**src/rtl/stream_sequencer.sv**
```systemverilog
// AXI-lite programmed AXI-stream packet generator for throughput measurement.
// Define STREAM_SEQUENCER_GAP_EN to enable the GAP register and inter-packet gap state.
module stream_sequencer #(
  parameter int unsigned C_AXI_ADDR_WIDTH  = 4,
  parameter int unsigned C_AXIS_DATA_WIDTH = 32,
  parameter bit          OPT_LOWPOWER      = 1'b0
) (
  input  logic                         S_AXI_ACLK,
  input  logic                         S_AXI_ARESETN,
  input  logic                         S_AXI_AWVALID,
  output logic                         S_AXI_AWREADY,
  input  logic [C_AXI_ADDR_WIDTH-1:0]  S_AXI_AWADDR,
  input  logic [2:0]                   S_AXI_AWPROT,
  input  logic                         S_AXI_WVALID,
  output logic                         S_AXI_WREADY,
  input  logic [31:0]                  S_AXI_WDATA,
  input  logic [3:0]                   S_AXI_WSTRB,
  output logic                         S_AXI_BVALID,
  input  logic                         S_AXI_BREADY,
  output logic [1:0]                   S_AXI_BRESP,
  input  logic                         S_AXI_ARVALID,
  output logic                         S_AXI_ARREADY,
  input  logic [C_AXI_ADDR_WIDTH-1:0]  S_AXI_ARADDR,
  input  logic [2:0]                   S_AXI_ARPROT,
  output logic                         S_AXI_RVALID,
  input  logic                         S_AXI_RREADY,
  output logic [31:0]                  S_AXI_RDATA,
  output logic [1:0]                   S_AXI_RRESP,
  output logic                         M_AXIS_TVALID,
  input  logic                         M_AXIS_TREADY,
  output logic [C_AXIS_DATA_WIDTH-1:0] M_AXIS_TDATA,
  output logic                         M_AXIS_TLAST
);

  localparam logic [1:0] StIdle = 2'd0;
  localparam logic [1:0] StSend = 2'd1;
  localparam logic [1:0] StGap  = 2'd2;
  localparam logic [1:0] StDone = 2'd3;

  function automatic logic [31:0] strb_merge(input logic [31:0] old_val,
                                             input logic [31:0] new_val,
                                             input logic [3:0]  strb);
    logic [31:0] res;
    for (int i = 0; i < 4; i++) begin
      res[8*i +: 8] = strb[i] ? new_val[8*i +: 8] : old_val[8*i +: 8];
    end
    return res;
  endfunction

  logic [1:0]  state_q, state_d;
  logic [15:0] pktlen_q, pktlen_d;
  logic [31:0] npkts_q, npkts_d;
  logic [31:0] data_q, data_d;
  logic [15:0] beat_q, beat_d;
  logic [31:0] pkts_q, pkts_d;
  logic        done_q, done_d;
  logic        abort_q, abort_d;
  logic        bvalid_q, bvalid_d;
  logic        rvalid_q, rvalid_d;
  logic [31:0] rdata_q, rdata_d;
  logic [15:0] gap_val;

  logic        wr_fire, ar_fire, busy, ctrl_wr, abort_wr, start_wr, last_beat;
  logic [1:0]  wr_word, rd_word;
  logic [15:0] eff_len;
  logic [31:0] pktlen_m, npkts_m, rd_val;
  logic [C_AXIS_DATA_WIDTH-1:0] tdata_w;
  logic        unused_ok;

  assign wr_fire  = S_AXI_ARESETN && S_AXI_AWVALID && S_AXI_WVALID && (!bvalid_q || S_AXI_BREADY);
  assign ar_fire  = S_AXI_ARVALID && S_AXI_ARREADY;
  assign wr_word  = S_AXI_AWADDR[3:2];
  assign rd_word  = S_AXI_ARADDR[3:2];
  assign busy     = state_q != StIdle;
  assign ctrl_wr  = wr_fire && (wr_word == 2'd0) && S_AXI_WSTRB[0];
  // Abort wins over a start carried in the same write.
  assign abort_wr = ctrl_wr && S_AXI_WDATA[1];
  assign start_wr = ctrl_wr && S_AXI_WDATA[0] && !S_AXI_WDATA[1] && !busy;
  assign eff_len  = (pktlen_q == 16'd0) ? 16'd1 : pktlen_q;
  assign last_beat = (beat_q == 16'd1) || abort_q;
  assign pktlen_m = strb_merge({16'd0, pktlen_q}, S_AXI_WDATA, S_AXI_WSTRB);
  assign npkts_m  = strb_merge(npkts_q, S_AXI_WDATA, S_AXI_WSTRB);

`ifdef STREAM_SEQUENCER_GAP_EN
  logic [15:0] gap_q, gap_d;
  logic [15:0] gapcnt_q, gapcnt_d;
  logic [31:0] gap_m;
  assign gap_m   = strb_merge({16'd0, gap_q}, S_AXI_WDATA, S_AXI_WSTRB);
  assign gap_val = gap_q;

  always_comb begin
    gap_d = gap_q;
    if (wr_fire && !busy && (wr_word == 2'd3)) gap_d = gap_m[15:0];
  end
`else
  assign gap_val = 16'd0;
`endif

  always_comb begin
    pktlen_d = pktlen_q;
    npkts_d  = npkts_q;
    if (wr_fire && !busy) begin
      if (wr_word == 2'd1) pktlen_d = pktlen_m[15:0];
      if (wr_word == 2'd2) npkts_d = npkts_m;
    end
  end

  always_comb begin
    state_d = state_q;
    data_d  = data_q;
    beat_d  = beat_q;
    pkts_d  = pkts_q;
    done_d  = done_q;
    abort_d = abort_q;
`ifdef STREAM_SEQUENCER_GAP_EN
    gapcnt_d = gapcnt_q;
`endif
    if (abort_wr && (state_q == StSend || state_q == StGap)) abort_d = 1'b1;
    unique case (state_q)
      StIdle: begin
        abort_d = 1'b0;
        if (start_wr) begin
          data_d = 32'd0;
          beat_d = eff_len;
          pkts_d = npkts_q;
          done_d = (npkts_q == 32'd0);
          if (npkts_q != 32'd0) state_d = StSend;
        end
      end
      StSend: begin
        if (M_AXIS_TREADY) begin
          data_d = data_q + 32'd1;
          if (last_beat) begin
            pkts_d = pkts_q - 32'd1;
            beat_d = eff_len;
            if (abort_q || pkts_q == 32'd1) begin
              state_d = StDone;
`ifdef STREAM_SEQUENCER_GAP_EN
            end else if (gap_val != 16'd0) begin
              state_d  = StGap;
              gapcnt_d = gap_val;
`endif
            end
          end else begin
            beat_d = beat_q - 16'd1;
          end
        end
      end
`ifdef STREAM_SEQUENCER_GAP_EN
      StGap: begin
        if (abort_q) state_d = StDone;
        else if (gapcnt_q <= 16'd1) state_d = StSend;
        else gapcnt_d = gapcnt_q - 16'd1;
      end
`endif
      StDone: begin
        done_d  = 1'b1;
        abort_d = 1'b0;
        state_d = StIdle;
      end
      default: state_d = StIdle;
    endcase
  end

  always_comb begin
    unique case (rd_word)
      2'd0:    rd_val = {30'd0, done_q, busy};
      2'd1:    rd_val = {16'd0, pktlen_q};
      2'd2:    rd_val = npkts_q;
      default: rd_val = {16'd0, gap_val};
    endcase
    bvalid_d = wr_fire ? 1'b1 : (S_AXI_BREADY ? 1'b0 : bvalid_q);
    rvalid_d = rvalid_q;
    rdata_d  = rdata_q;
    if (ar_fire) begin
      rvalid_d = 1'b1;
      rdata_d  = rd_val;
    end else if (S_AXI_RREADY) begin
      rvalid_d = 1'b0;
      if (OPT_LOWPOWER) rdata_d = 32'd0;
    end
  end

  always_ff @(posedge S_AXI_ACLK or negedge S_AXI_ARESETN) begin
    if (!S_AXI_ARESETN) begin
      state_q  <= StIdle;
      pktlen_q <= 16'd0;
      npkts_q  <= 32'd0;
      data_q   <= 32'd0;
      beat_q   <= 16'd0;
      pkts_q   <= 32'd0;
      done_q   <= 1'b0;
      abort_q  <= 1'b0;
      bvalid_q <= 1'b0;
      rvalid_q <= 1'b0;
      rdata_q  <= 32'd0;
`ifdef STREAM_SEQUENCER_GAP_EN
      gap_q    <= 16'd0;
      gapcnt_q <= 16'd0;
`endif
    end else begin
      state_q  <= state_d;
      pktlen_q <= pktlen_d;
      npkts_q  <= npkts_d;
      data_q   <= data_d;
      beat_q   <= beat_d;
      pkts_q   <= pkts_d;
      done_q   <= done_d;
      abort_q  <= abort_d;
      bvalid_q <= bvalid_d;
      rvalid_q <= rvalid_d;
      rdata_q  <= rdata_d;
`ifdef STREAM_SEQUENCER_GAP_EN
      gap_q    <= gap_d;
      gapcnt_q <= gapcnt_d;
`endif
    end
  end

  assign tdata_w = C_AXIS_DATA_WIDTH'(data_q);

  assign S_AXI_AWREADY = wr_fire;
  assign S_AXI_WREADY  = wr_fire;
  assign S_AXI_BVALID  = bvalid_q;
  assign S_AXI_BRESP   = 2'b00;
  assign S_AXI_ARREADY = S_AXI_ARESETN && (!rvalid_q || S_AXI_RREADY);
  assign S_AXI_RVALID  = rvalid_q;
  assign S_AXI_RDATA   = rdata_q;
  assign S_AXI_RRESP   = 2'b00;
  assign M_AXIS_TVALID = state_q == StSend;
  assign M_AXIS_TLAST  = (state_q == StSend) && last_beat;
  assign M_AXIS_TDATA  = (OPT_LOWPOWER && !M_AXIS_TVALID) ? '0 : tdata_w;

  assign unused_ok = ^{S_AXI_AWPROT, S_AXI_ARPROT, S_AXI_AWADDR, S_AXI_ARADDR};

endmodule

```
**config.mk**
```make
export PLATFORM = sky130hd
export DESIGN_NAME = stream_sequencer
export DESIGN_NICKNAME = d
export VERILOG_FILES = /design/src/rtl/stream_sequencer.sv
export SDC_FILE = /design/constraint.sdc
export NUM_CORES = 1
export LEC_CHECK = 0
export CAP_MARGIN = 20
export CORE_UTILIZATION = 40
export DETAILED_ROUTE_END_ITERATION = 10
export GPL_TIMING_DRIVEN = 0
export PLACE_DENSITY_LB_ADDON = 0.25
export SYNTH_ARGS = -nofsm -noshare
export SYNTH_HDL_FRONTEND = slang
export SYNTH_SLANG_ARGS = --single-unit
```
**constraint.sdc**
```tcl
create_clock -name S_AXI_ACLK -period 6.96 [get_ports S_AXI_ACLK]
set_input_delay 1.392 -clock S_AXI_ACLK [delete_from_list [all_inputs] [get_ports S_AXI_ACLK]]
set_output_delay 1.392 -clock S_AXI_ACLK [all_outputs]
set_load 0.05 [all_outputs]
```
### Word level (Yosys, flattened, before mapping)

Index checks and enable logic that the tools add are counted.

| cells by class | value |
|---|---|
| reduce and logical (&&, ||, !) cells | 46 |
| multiplexer cells | 27 |
| eq/ne operators | 14 |
| add/subtract/negate cells | 3 |

Operators with widths:

| cell | number |
|---|---|
| 32-bit two-way mux | 5 |
| 32-bit case mux with 2 select lines | 2 |
| 32-bit case mux with 3 select lines | 1 |
| 16-bit two-way mux | 4 |
| 32-bit by 1-bit adder with 32-bit output, second input constant | 1 |
| 32-bit by 1-bit == test with 1-bit output, second input constant | 1 |
| 32-bit zero test | 1 |
| 16-bit case mux with 2 select lines | 1 |
| 32-bit nonzero test | 1 |
| 32-bit by 1-bit subtractor with 32-bit output, second input constant | 1 |
| 3-bit AND reduction | 7 |
| 16-bit by 1-bit == test with 1-bit output, second input constant | 1 |
| 16-bit zero test | 1 |
| 16-bit by 1-bit subtractor with 16-bit output, second input constant | 1 |
| 1-bit logical AND | 14 |
| 2-bit nonzero test | 6 |
| 2-bit two-way mux | 5 |
| 2-bit == test, second input constant | 4 |
| 1-bit two-way mux | 7 |
| 2-bit by 1-bit == test with 1-bit output, second input constant | 3 |
| 2-bit zero test | 3 |
| 2-bit by 1-bit != test with 1-bit output, second input constant | 3 |
| 1-bit logical OR | 5 |
| 5-bit AND reduction | 1 |
| other kinds (7) | 11 |

| storage, ports and cells | value |
|---|---|
| input bits | 58 |
| logic and storage cells | 105 |
| register bits after elaboration | 166 |
| output and inout bits | 75 |

### Depth between registers and ports, before layout

Gate-level depths: netlist of run 1.

| logic depth | value |
|---|---|
| depth in word-level cells | 10 |
| depth in mapped cells | 11 |

### Least setup slack after synthesis of run 1

No wires, ideal clock.

| timing path | value |
|---|---|
| path type | in2out |
| from | input port S_AXI_WVALID |
| to | output port S_AXI_WREADY |
| buffers on the path | 1 |
| slack | 3,201 ps |
| arrival time | 2,367 ps |
| stages on the path | 4 |
| cells stage by stage | nand3_1 nand2b_1 inv_1 buf_4 |

| on the way | value |
|---|---|
| cells in the longest elaborated chain, start to end | 2 |

RTL lines:

| what | RTL line | text |
|---|---|---|
| start: declaration | 14 | `input logic S_AXI_WVALID,` |
| 1-bit logical AND (2 in a row) | 70 | `assign wr_fire = S_AXI_ARESETN && S_AXI_AWVALID && S_AXI_WVALID && (!bvalid_q \|\| S_AXI_BREADY);` |
| end: declaration | 15 | `output logic S_AXI_WREADY,` |

Every way passes these cells.

### Worst setup path in the final report of run 1

| timing path | value |
|---|---|
| from | input port S_AXI_ARESETN |
| to | output port S_AXI_WREADY |

| on the way | value |
|---|---|
| cells in the longest elaborated chain, start to end | 3 |

RTL lines:

| what | RTL line | text |
|---|---|---|
| start: declaration | 9 | `input logic S_AXI_ARESETN,` |
| 1-bit logical AND (3 in a row) | 70 |  |

Every way passes these cells.

==> results of run 1 <==
==> cells in the final DEF (no fill, tap or decap), drive strengths merged, types with 6 or more instances in the layout <==
cell,instances
clkdlybuf4s50,117
or3,19
nand2b,8
nand3,25
dfrtp,166
mux2,47
nand2,104
nor3,33
a21oi,53
xor2,7
inv,26
nand4,26
a22oi,21
o21ai,76
xnor2,12
ha,8
nor4,29
a21o,6
mux2i,7
o22ai,22
buf,19
clkbuf,51
nor2,64
and4,6
==> state kept, by name, summed over array words and instances, names as in the netlist <==
register and count:
state_q 2, done_q 1, pkts_q 32, abort_q 1
npkts_q 32, S_AXI_RDATA 32, beat_q 16, pktlen_q 16
S_AXI_BVALID 1, M_AXIS_TDATA 32, S_AXI_RVALID 1
==> worst register-to-register path: stages (launching register included) <==
cell      delay [ns]
dfrtp_1         0.42
inv_1           0.10
ha_1            0.14
clkbuf_1        0.46
o41ai_4         0.27
nand2_1         0.36
clkbuf_1        0.56
clkbuf_1        0.55
o21ai_0         0.19
==> layer usage <==
metal / share of wire, % / GRT usage [%] / vias to the layer above
met5: 0 / 0 / -
li1: - / - / 3472
met4: 3.3 / 9.22 / 0
met3: 7.0 / 5.00 / 56
met1: 43 / 32.7 / 3623
met2: 47 / 36.7 / 289
==> layout make-up <==
type                    count  area, sq um  area share (%)
well taps                 270          338            3.20
flip-flops and latches    166         4150            39.3
plain buffers              50          219            2.07
clock inverters            14          184            1.74
multi-input cells         640         3960            37.5
repair buffers            119         1210            11.5
clock buffers              18          429            4.06
inverters                  19         71.3           0.675
==> power by group through the flow <==
stage	sequential, uW	combinational [uW]	clock (uW)
floorplan	1530	771	0
global placement	1540	1210	0
detailed placement	1540	1220	0
CTS	1530	1230	1000
global route	1570	1350	1040
finish	1540	1240	987
==> per-stage QoR <==
stage                     setup WS, ns  hold slack, ns
after floorplan                   3.20           0.463
after global placement           -4.97           0.464
after detailed placement          1.62           0.473
after CTS                         1.62           0.490
after global routing              1.44           0.505
final                             1.75           0.478
==> logic make-up after synthesis <==
kind of cell | count (synthesis) | synth area share (%)
AOI/OAI and AO/OA | 215 | 16.0
xor gates and xnor gates | 19 | 1.98
adders and majority gates | 8 | 1.19
buffers and inverters | 69 | 3.46
DFF | 166 | 49.5
muxes | 54 | 7.14
other | 1 | 0.0447
and+or+nand+nor | 340 | 20.7
==> path summary, 6_finish.rpt <==
check                                     start               end  slack (ns)  cells past startpoint
worst max register to register       state_q[0]        beat_q[14]        3.77                      8
worst min register to register  S_AXI_RDATA[29]   S_AXI_RDATA[29]        0.48                      2
worst min-delay path            S_AXI_RDATA[29]   S_AXI_RDATA[29]        0.48                      2
worst max-delay path              S_AXI_ARESETN      S_AXI_WREADY        1.75                      7
max in group asynchronous         S_AXI_ARESETN         pkts_q[8]        5.16                      2
min in group asynchronous         S_AXI_ARESETN  M_AXIS_TDATA[17]        0.88                      1
==> results.json, run 1 <==
{
  "status": "finished, final reports clean",
  "worstSkewPairLatency_ns": 0.43,
  "cts_setup_buffers": 0,
  "numCtsBuffers": 17,
  "ys_warn_count": 0,
  "fin_nets": 1079,
  "ys_seq_area_share_pct": 49.5,
  "io_pins": 133,
  "fill_cells": 1903,
  "synth.area.top_cells": "dfrtp_1 (49%), mux2_2 (6.3%), nand2_1 (4.6%)",
  "critical_path_class": "in -> out",
  "finalSetupViolCount": 0,
  "wl_per_cell_microns": 18.9,
  "crit_buf_inv": 5,
  "gp_congestion": 0.907,
  "fin_setup_tns_ns": 0,
  "viasPerCell": 5.74,
  "drcViolationCount": 0,
  "seqPwrFrac_pct": 40.9,
  "pwr-share-clk_pct": 26.2,
  "clockBufferDepth": 2,
  "clock-root-buffer": "clkbuf_16",
  "start_kind": "primary input",
  "end_kind": "output pin",
  "power_density_mw_per_mm2": 356,
  "min_period_over_period_pct": 74.9,
  "skew_ns": 0.0132,
  "coreArea_sq_mm": 0.0204,
  "grt_antenna_before_repair": 0,
  "dpl_cell_area_sq_mm": 0.00996,
  "peakVddDrop_mv": 0.206,
  "p_sw_share_pct": 40.6,
  "track_usage_pct": 23.8,
  "finalCriticalPeriod_ns": 5.21,
  "synth_cells": 872,
  "synthFlopType": "dfrtp_1",
  "portBuffers": 118,
  "hold_viol": 0,
  "netlist_area_sq_mm": 0.00840,
  "grt_pass1_wl_mm": 39.8,
  "synth_most_common_cell": "dfrtp_1",
  "synthTopCellsByCount": "dfrtp_1 (166), nand2_1 (104), o21ai_0 (75)",
  "synth_edf_count": 0,
  "grt_start_max_net_pins": 110,
  "slew_viol_final": 0,
  "cp_data_required_time_ns": 5.57,
  "path_max_fanout": 109,
  "finish.instance_area_sq_mm": 0.0106,
  "ys_types": 70,
  "arrival_ns": 3.82,
  "detail-route-antenna-nets": 0,
  "grt_pass1_vias": 7129,
  "dp.cells": 1264,
  "fmax_mhz": 192,
  "dp_hpwl_mm": 17.6,
  "vias": 7440,
  "cp_slowest_cell": "clkdlybuf4s50_1",
  "drive_above_1_share_pct": 11.2,
  "drt-initial-drc-count": 679,
  "rows": 52,
  "die_h_microns": 147,
  "syn_to_final_growth_pct": 25.9,
  "initial_core_util_pct": 41.1,
  "ctsResizeCount": 0,
  "stdcell_count": 1296,
  "drt_wl_total_mm": 24.6,
  "clock_sinks": 166,
  "avgSynthCellArea_sq_um": 9.63,
  "p_int_uw": 2230,
  "firstDrtPassIters": 7,
  "synthArstFlopShare_pct": 100,
  "die-area_sq_mm": 0.0216,
  "cap_violations": 0,
  "slowest_delay_ns": 0.79,
  "path_delay_family": "buffers and inverters",
  "hp-class": "reg -> reg",
  "p_switching_uw": 1530,
  "utilization_pct": 51.8,
  "pwr-share-comb_pct": 32.9,
  "path_cells": "buf_8 -> buf_16 -> nand3_1 -> nand2b_1 -> inv_1 -> buf_4 -> clkdlybuf4s50_1",
  "total_power_uw": 3760,
  "diodes": 0,
  "cts_tree": "done",
  "tightest_slew_ns": 0.796,
  "synth_seq_cells": 166,
  "p_leak_uw": 0.00433,
  "cts.hold.buffers_added": 0,
  "rsz0062_at_grt": "false",
  "clk_pin_slew_worst_paths_ns": 0.08,
  "die_w_microns": 147,
  "synth.largest_area_cell": "dfrtp_1",
  "synth_top_area_share_pct": 49.5,
  "slew_headroom_pct": 46.9,
  "htreeDepth": 4,
  "grt_overflow": 0
}
No activity file was read; power rests on OpenSTA's default activity.
==> inputs of run 2 (changes only) <==
==> constraint.sdc (replaced) <==
create_clock -name S_AXI_ACLK -period 4.9 [get_ports S_AXI_ACLK]
set_input_delay 0.98 -clock S_AXI_ACLK [delete_from_list [all_inputs] [get_ports S_AXI_ACLK]]
set_output_delay 0.98 -clock S_AXI_ACLK [all_outputs]
set_load 0.05 [all_outputs]
==> results of run 2 <==
Same layout as run 1 (identical final DEF). Status: finished, final reports clean.
Among the figures that moved: setup slack after placement 1.62 ns -> 0.382 ns; clock-pin slew on the worst setup and hold paths 0.08 ns -> 0.07 ns; setup slack after layout 1.75 ns -> 0.511 ns; hold slack 0.478 ns -> 0.468 ns; register-to-register setup slack 3.77 ns -> 1.71 ns; total power 3760 uW -> 5350 uW; worst IR drop on VDD 0.206 mV -> 0.292 mV
==> inputs of run 3 (changes only) <==
--- a/config.mk
+++ b/config.mk
@@ -5,11 +5,13 @@
 export SDC_FILE = /design/constraint.sdc
 export NUM_CORES = 1
 export LEC_CHECK = 0
+export ABC_AREA = 1
 export CAP_MARGIN = 20
 export CORE_UTILIZATION = 40
 export DETAILED_ROUTE_END_ITERATION = 10
 export GPL_TIMING_DRIVEN = 0
 export PLACE_DENSITY_LB_ADDON = 0.25
+export SLEW_MARGIN = 25
 export SYNTH_ARGS = -nofsm -noshare
 export SYNTH_HDL_FRONTEND = slang
 export SYNTH_SLANG_ARGS = --single-unit
==> run 3 against run 2 <==
  * Sequential cell count unchanged
  * Clock skew is 0.00098 ns lower
  * Design area increased by 12%
  * Non-clock buffer count down 1
  * Combinational power up 73%
  * Core utilization fell by 1.4 points
  * Via count increased by 27%
  * Critical path depth down 1
  * Maximum frequency is 9.3% higher
  * Die area is 14% higher
  * Highest routed layer unchanged
  * Critical path type unchanged
==> results.json, run 3 <==
{
  "reg2reg_to": "pkts_q[27]",
  "io_pins": 133,
  "vias": 9460,
  "clockBufferDepth": 2,
  "synth.largest_area_cell": "dfrtp_1",
  "p_sw_share_pct": 47.6,
  "initial_core_util_pct": 40.8,
  "ys_warn_count": 0,
  "r2r_slack_ns": 2.82,
  "die-area_sq_mm": 0.0246,
  "fin_setup_tns_ns": 0,
  "p_int_uw": 3430,
  "whs_ns": 0.434,
  "ys_seq_area_share_pct": 43.2,
  "clock-root-buffer": "clkbuf_16",
  "drcViolationCount": 0,
  "drive_above_1_share_pct": 5.95,
  "netlist_area_sq_mm": 0.00961,
  "synth_most_common_cell": "nand2_1",
  "worstSkewPairLatency_ns": 0.43,
  "grt_pass1_vias": 8857,
  "detail-route-antenna-nets": 0,
  "path_max_fanout": 71,
  "layout_common_cells": "nand2_1 (425), nor2_1 (217), dfrtp_1 (166)",
  "slew_headroom_pct": 46.2,
  "finalSetupViolCount": 0,
  "clk_pin_slew_worst_paths_ns": 0.07,
  "wl_per_cell_microns": 15.7,
  "drt_wl_total_mm": 29.1,
  "slew_viol_final": 0,
  "ys_types": 41,
  "firstDrtPassIters": 5,
  "synthArstFlopShare_pct": 100,
  "fill_cells": 2363,
  "power_density_mw_per_mm2": 553,
  "cts.hold.buffers_added": 0,
  "critical_path_class": "in -> out",
  "fmax_mhz": 249,
  "hp-class": "in -> async",
  "pwr-share-clk_pct": 20.7,
  "synth_top_area_share_pct": 43.2,
  "synth_edf_count": 0,
  "cp_data_required_time_ns": 3.92,
  "cts_setup_buffers": 0,
  "hold_viol": 0,
  "status": "finished, final reports clean",
  "gp_congestion": 0.920,
  "die_h_microns": 157,
  "rows": 56,
  "cap_violations": 0,
  "synth.area.top_cells": "dfrtp_1 (43%), nand2_1 (17%), nor2_1 (8.5%)",
  "syn_to_final_growth_pct": 23.3,
  "peakVddDrop_mv": 0.271,
  "grt_overflow": 0,
  "rsz0062_at_grt": "false",
  "drt-initial-drc-count": 758,
  "die_w_microns": 157,
  "avgSynthCellArea_sq_um": 6.98,
  "dp_hpwl_mm": 22.0,
  "reg2reg_from": "state_q[1]",
  "end_kind": "output pin",
  "finalCriticalPeriod_ns": 4.02,
  "arrival_ns": 3.04,
  "grt_antenna_before_repair": 0,
  "p_switching_uw": 3130,
  "grt_pass1_wl_mm": 46.6,
  "numCtsBuffers": 17,
  "cts_tree": "done",
  "p_leak_uw": 0.00536,
  "diodes": 0,
  "layout_commonest_cell": "nand2_1",
  "track_usage_pct": 24.6,
  "min_period_over_period_pct": 82.0,
  "portBuffers": 118,
  "start_kind": "primary input",
  "reg2reg_depth": 9,
  "total_power_uw": 6560,
  "grt_start_max_net_pins": 72,
  "tightest_slew_ns": 0.807,
  "crit_start": "S_AXI_ARESETN",
  "fin_nets": 1584,
  "finish.instance_area_sq_mm": 0.0119,
  "ctsResizeCount": 0,
  "pwr-share-comb_pct": 46.5,
  "seqPwrFrac_pct": 32.7,
  "synthTopCellsByCount": "nand2_1 (425), nor2_1 (217), dfrtp_1 (166)",
  "synthFlopType": "dfrtp_1",
  "coreArea_sq_mm": 0.0235,
  "htreeDepth": 4,
  "dpl_cell_area_sq_mm": 0.0113,
  "synth_seq_cells": 166,
  "viasPerCell": 5.12,
  "synth_cells": 1376,
  "clock_sinks": 166,
  "skew_ns": 0.0122
}
-- run 3: cell count changes in the layout (fill, tap and decap cells not counted), sizes merged, moves of 14 or more --
cell	previous run	this run
nand2	104	429
nor2	64	227
o21ai	76	116
a22oi	21	0
mux2	47	4
inv	26	148
nand3	25	108
a21oi	53	29
or3	19	0
nor4	29	0
nor3	33	9
clkbuf	51	37
-- run 3: routing by layer --
layer	routed length (microns)	part of all wire [%]	GRT usage [%]
met1	13200	45	34.7
met2	13200	45	38.9
met3	2080	7.2	3.77
met4	586	2.0	7.19
met5	0	0	0
-- run 3: logic make-up after synthesis --
family,synth area share (%)
and+or+nand+nor,34.5
AOI/OAI and AO/OA,11.1
buffers and inverters,8.48
DFF,43.2
xor gates and xnor gates,1.18
adders and majority gates,1.04
muxes,0.469
other,0.0390
-- run 3: cell type report --
type	instances	area [sq um]	share of cell area [%]
Inverter	142	533	4.50
Clock inverter	14	164	1.38
Clock buffer	17	425	3.59
Sequential cell	166	4150	35.1
Tap cell	319	399	3.37
Multi-Input combinational cell	1023	4650	39.3
Timing Repair Buffer	120	1240	10.5
Buffer	48	282	2.38
-- run 3: critical path, stage by stage --
cell,delay [ns]
buf_8,0.29
buf_16,0.33
nand3_1,0.17
nor2_2,0.23
buf_4,0.14
clkdlybuf4s50_1,0.78
-- run 3: how the worst max path moves through the flow --
stage / cells after the start / end
2_1_floorplan: 5 / M_AXIS_TLAST
3_3_place_gp: 5 / S_AXI_WREADY
3_5_place_dp: 6 / S_AXI_WREADY
4_1_cts: 6 / S_AXI_WREADY
5_1_grt: 6 / S_AXI_WREADY
6_report: 6 / S_AXI_WREADY
-- run 3: per-stage QoR --
step / utilization [%] / worst slack [ns] / instances
after CTS: 50.3 / 0.856 / 1849
after global placement: 47.6 / -5.46 / 1816
final: 50.3 / 0.884 / 1849
after detailed placement: 47.8 / 0.859 / 1818
after floorplan: - / 1.83 / 1379
after global routing: 50.3 / 0.669 / 1849
-- run 3: power by group through the flow --
stage	combinational, uW	sequential [uW]	clock [uW]
detailed placement	3030	2160	0
global placement	2970	2160	0
finish	3050	2150	1360
floorplan	1900	2290	0
global route	3390	2200	1440
CTS	3040	2140	1380
==> variant 1, RTL diff (settings of run 3) <==
Take the reset off `rdata_q` and load it in a clocked block of its own.
--- a/src/rtl/stream_sequencer.sv
+++ b/src/rtl/stream_sequencer.sv
@@ -193,7 +193,6 @@
       abort_q  <= 1'b0;
       bvalid_q <= 1'b0;
       rvalid_q <= 1'b0;
-      rdata_q  <= 32'd0;
 `ifdef STREAM_SEQUENCER_GAP_EN
       gap_q    <= 16'd0;
       gapcnt_q <= 16'd0;
@@ -209,12 +208,15 @@
       abort_q  <= abort_d;
       bvalid_q <= bvalid_d;
       rvalid_q <= rvalid_d;
-      rdata_q  <= rdata_d;
 `ifdef STREAM_SEQUENCER_GAP_EN
       gap_q    <= gap_d;
       gapcnt_q <= gapcnt_d;
 `endif
     end
+  end
+
+  always_ff @(posedge S_AXI_ACLK) begin
+    rdata_q <= rdata_d;
   end
 
   assign tdata_w = C_AXIS_DATA_WIDTH'(data_q);
Check against the original RTL: differs if S_AXI_ARESETN is asserted again (counterexample within 4 cycles, from zero or initial values and one cycle with S_AXI_ARESETN low); with S_AXI_ARESETN held inactive, the same outputs for 4 cycles.
==> variant 1 against run 3 <==
  * Total power fell by 0.96%
  * Sequential cell count did not move
  * Via count fell by 3.0%
  * Hold slack improved by 0.058 ns
  * Combinational power fell by 2%
  * Final area fell by 0.53%
  * Worst setup slack got worse by 0.095 ns
  * Routed wire length rose by 1.8%
  * Area after synthesis fell by 0.92%
  * Clock skew rose by 0.0022 ns
  * First-iteration DRC count rose by 16%
  * Critical path type unchanged
==> variant 1: results (changes against run 3) <==
[run_status]
status=finished, final reports clean

[placement]
dp.cells=1759  ; -3.2%
place_hpwl_um=22400  ; +1.8%
place_congestion=0.933  ; +1.5%

[final_layout]
fin_nets=1525  ; -3.7%
drive_gt1_share_pct=7.13  ; +1.2 points
nFillCells=2311  ; -2.2%

[timing]
worst_slew_pin_slew_ns=0.716  ; -0.0902 ns
clock_skew_ns=0.0145  ; +0.00222 ns
holdWs_ns=0.491  ; +0.0575 ns

[worst_setup_path]
r2r-end=M_AXIS_TDATA[21]
worstRegToRegCells=9  ; unchanged
endpoint=S_AXI_WREADY
critPathLaunch=S_AXI_ARESETN
path_max_fanout=78  ; +9.9%
r2r-start=state_q[0]
cp_data_arrival_time_ns=3.13  ; +0.09 ns
reg2reg_setup_slack_ns=2.68  ; -0.14 ns

[power]
pwr_density_cell_mw_per_mm2=551  ; -0.43%
p_comb_share_pct=46.0  ; -0.5 points
p_leak_nw=5.28  ; -1.5%
power.switching_mw=3.12  ; -0.14%
peakVddDrop_v=0.000284  ; +4.9%
sequentialPowerShare_pct=33.0  ; +0.3 points

[yosys]
ys_async_sr_fraction_pct=80.7  ; -19 points
avgSynthCellArea_um2=7.25  ; +3.8%
ys_types=42  ; +2.4%
synth_flop_cell=dfrtp_1
synth_common_cells=nand2_1, nor2_1, inv_1
ys_seq_area_share_pct=45.3  ; +2.1 points
synth_top_cells_by_area=dfrtp_1, nand2_1, edfxtp_1
synth_edf_count=32  ; +32

[clock_tree]
post_cts_buffers=0  ; unchanged
clockBufferDepth=2  ; unchanged

[worst_hold_path]
hold_depth=2
min_to=pktlen_q[13]
worstHoldPathType=flip-flop to flip-flop

[global_routing]
first_global_vias=8744  ; -1.3%
grt_max_degree=79  ; +9.7%
grt_pass1_wl_um=46600  ; about the same
track_usage_pct=25.0  ; +0.41 points

[route]
drt-initial-drc-count=876  ; +16%
drt_wl_total_um=29600  ; +1.8%
dr_total_vias=9175  ; -3.0%
vias_per_cell=5.12  ; +0.13%

[floorplan]
die_area_mm2=0.0244  ; -0.91%

variant 1: changes by cell type in the layout (fill, tap and decap cells not counted), sizes merged, moves of 6 or more:
| cell | before | now |
|---|---|---|
| o21ai | 116 | 109 |
| dfrtp | 166 | 134 |
| nand2 | 429 | 364 |
| edfxtp | 0 | 32 |
| nor2 | 227 | 249 |
| inv | 148 | 154 |
| a21oi | 29 | 35 |
| o31ai | 15 | 4 |
| or2 | 3 | 9 |
variant 1: area by class of cell:
type                    count  area [um^2]  share of cell area [%]
well taps                 319          399                    3.39
inverters                 146          551                    4.67
multi-input cells         962         4430                    37.6
plain buffers              43          244                    2.07
clock buffers              17          425                    3.61
flip-flops and latches    166         4310                    36.6
clock inverters            15          179                    1.52
repair buffers            123         1250                    10.6
variant 1: cells by family (layout without fill, tap and decap cells):
family / Yosys count / count (layout) / synth area share (%)
flops: 166 / 166 / 45.3
compound gates: 172 / 172 / 9.88
xor+xnor: 15 / 15 / 1.38
fa+ha+maj: 8 / 8 / 1.05
buf+inv: 189 / 344 / 8.35
other cells: 1 / 4 / 0.0394
simple gates: 763 / 763 / 34.0
variant 1: metrics by stage:
step / instance area [um^2] / setup WS (ns)
6_report: 11800 / 0.790
4_1_cts: 11800 / 0.717
5_1_grt: 11800 / 0.589
2_1_floorplan: 9530 / 1.17
3_3_place_gp: 11100 / -6.01
3_5_place_dp: 11200 / 0.726
variant 1: metal layers:
layer  up-vias  wire length [um]  global-route usage, %
li1       4494                 -                      -
met1      4331             13800                   35.0
met2       313             13400                   39.1
met3        37              1850                   4.76
met4         0               593                   7.80
met5         -                 0                      0
variant 1: worst max-delay path, stage by stage:
cell and delay, ns:
buf_8 0.45, buf_16 0.34, nand3_2 0.15, nor2_4 0.21, buf_4 0.14, clkdlybuf4s50_1 0.79
==> variant 2, RTL diff (settings of run 3) <==
Made on the original files. Change the parameter `OPT_LOWPOWER` from 1'b0 to 1'b1.
--- a/src/rtl/stream_sequencer.sv
+++ b/src/rtl/stream_sequencer.sv
@@ -3,7 +3,7 @@
 module stream_sequencer #(
   parameter int unsigned C_AXI_ADDR_WIDTH  = 4,
   parameter int unsigned C_AXIS_DATA_WIDTH = 32,
-  parameter bit          OPT_LOWPOWER      = 1'b0
+  parameter bit          OPT_LOWPOWER      = 1'b1
 ) (
   input  logic                         S_AXI_ACLK,
   input  logic                         S_AXI_ARESETN,
Function: changed (Yosys sat finds a counterexample within 4 cycles, from zero or initial values and one cycle with S_AXI_ARESETN low).
==> variant 2 against run 3 <==
  * Total power down 4.8%
  * Sequential cell count unchanged
  * Final area is 3.4% higher
  * Synthesized cell count is 8.2% higher
  * Worst setup slack got worse by 0.18 ns
  * Highest routed layer unchanged
  * Cell count increased by 6.4%
  * Routed wire length grew 1.9%
  * Area after synthesis rose by 4.1%
==> variant 2: results (changes against run 3) <==
[run_status]
status=finished, final reports clean

[final_layout]
antennaDiodeCount=0  ; unchanged
drive_gt1_share_pct=6.14  ; +0.20 points
final_cells=1968  ; +6.4%
fin_nets=1697  ; +7.1%

[global_routing]
grt_max_degree=60  ; -17%
first_global_vias=9312  ; +5.1%
grt_use_met3_pct=3.35  ; -0.42 points
grt_antenna_before_repair=0  ; unchanged
use_met1_pct=32.8  ; -1.9 points
grt_pass1_wl_um=48000  ; +3.0%
track_usage_pct=23.6  ; -0.99 points
use_met2_pct=37.7  ; -1.1 points

[clock_tree]
hold_buffers=0  ; unchanged
post_cts_buffers=0  ; unchanged
path_clk_slew_ns=0.08
clockBufferDepth=2  ; unchanged
cts_made_buffers=17  ; unchanged
cts_resized=0  ; unchanged
worstSkewPairLatency_ns=0.44
h-tree-depth=4  ; unchanged

[yosys]
ys_async_sr_fraction_pct=100  ; unchanged
ys_seq_area_share_pct=41.5  ; -1.7 points
ys_types=41  ; unchanged
yosys_warnings=0  ; unchanged
synth_flop_cell=dfrtp_1
avgSynthCellArea_um2=6.72  ; -3.8%
synth_top_cells_by_area=dfrtp_1, nand2_1, inv_1
synth_common_cells=nand2_1, inv_1, nor2_1

[worst_setup_path]
path_class=flip-flop to output port
cp_data_arrival_time_ns=3.22  ; +0.18 ns
endpoint=M_AXIS_TDATA[13]
r2r-end=pkts_q[30]
path_max_fanout=10  ; -86%
r2r-start=state_q[1]
crit_path_top_delay_cell=clkdlybuf4s50_1
worstRegToRegCells=8  ; -1
reg2reg_setup_slack_ns=2.71  ; -0.11 ns

[placement]
place_congestion=0.933  ; +1.4%
place_hpwl_um=22700  ; +3.0%
port_buffers=118  ; unchanged
dp.cells=1936  ; +6.5%
place_area_mm2=0.0117  ; +3.6%

[route]
drt-initial-drc-count=587  ; -23%
drt_wl_total_um=29600  ; +1.9%
dr.pass1.iters=5  ; unchanged
dr_total_vias=9795  ; +3.5%

[power]
netSwitchingFraction_pct=47.3  ; -0.38 points
peakVddDrop_v=0.000293  ; +7.9%
p_leak_nw=5.95  ; +11%

[timing]
relSlewSlack_pct=52.9  ; +6.7 points
clock_skew_ns=0.0165  ; +0.00429 ns

==> variant 2: cell types whose count changed after synthesis, sizes merged, moves of 5 or more <==
cell | before | now
a21oi | 29 | 20
inv | 141 | 227
nand2 | 429 | 483
nand3 | 108 | 118
nand4 | 24 | 13
nor2 | 227 | 212
o21ai | 116 | 121
o22ai | 14 | 30
o31ai | 15 | 0
or2 | 3 | 8
==> variant 2: through the flow <==
step	setup WS (ns)	setup TNS [ns]
floorplan	1.61	0
global route	0.475	0
finish	0.701	0
detailed placement	1.14	0
global placement	-5.29	-1462.94
CTS	0.689	0
==> variant 2: worst max-delay path, delay by kind of cell, from the launching register on <==
kind | cells | cell delay [ns]
fa+ha+maj | 1 | 0.26
buf+inv | 6 | 2.01
flops | 1 | 0.41
simple gates | 1 | 0.10
==> variant 2: kinds of logic after synthesis <==
logic type	share of synthesized area [%]
AO/OA/AOI/OAI	9.72
XOR/XNOR	1.66
adder cells (fa/ha/maj)	1.00
buffers and inverters	11.2
flip-flops	41.5
other	0.0375
AND/OR/NAND/NOR	34.9
==> variant 2: worst min-delay path by stage <==
stage,startpoint,to,slack [ns],cells past startpoint
2_1_floorplan,beat_q[1],beat_q[1],0.45,2
3_3_place_gp,beat_q[1],beat_q[1],0.46,2
3_5_place_dp,beat_q[1],beat_q[1],0.47,2
4_1_cts,S_AXI_ARESETN,S_AXI_RVALID,0.48,1
5_1_grt,S_AXI_ARESETN,S_AXI_RVALID,0.48,1
6_report,S_AXI_ARESETN,S_AXI_RVALID,0.45,1
==> variant 2: power groups by stage <==
stage	registers, mW	clock network [mW]	logic [mW]
finish	2.01	1.37	2.87
global route	2.05	1.43	3.21
CTS	2.00	1.38	2.86
detailed placement	2.02	0	2.85
global placement	2.02	0	2.80
floorplan	1.98	0	1.99
==> variant 2: area by class of cell <==
class | instances | area, um^2
Buffer | 49 | 259
Clock buffer | 17 | 425
Clock inverter | 15 | 161
Fill cell | 2482 | 12200
Inverter | 227 | 857
Multi-Input combinational cell | 1050 | 4750
Sequential cell | 166 | 4150
Tap cell | 324 | 405
Timing Repair Buffer | 120 | 1240
==> variant 2: per-layer routing <==
metal | routed length [um] | vias up
met5 | 0 | -
met4 | 703 | 0
met3 | 1290 | 46
met2 | 13600 | 259
met1 | 14000 | 4597
li1 | - | 4893
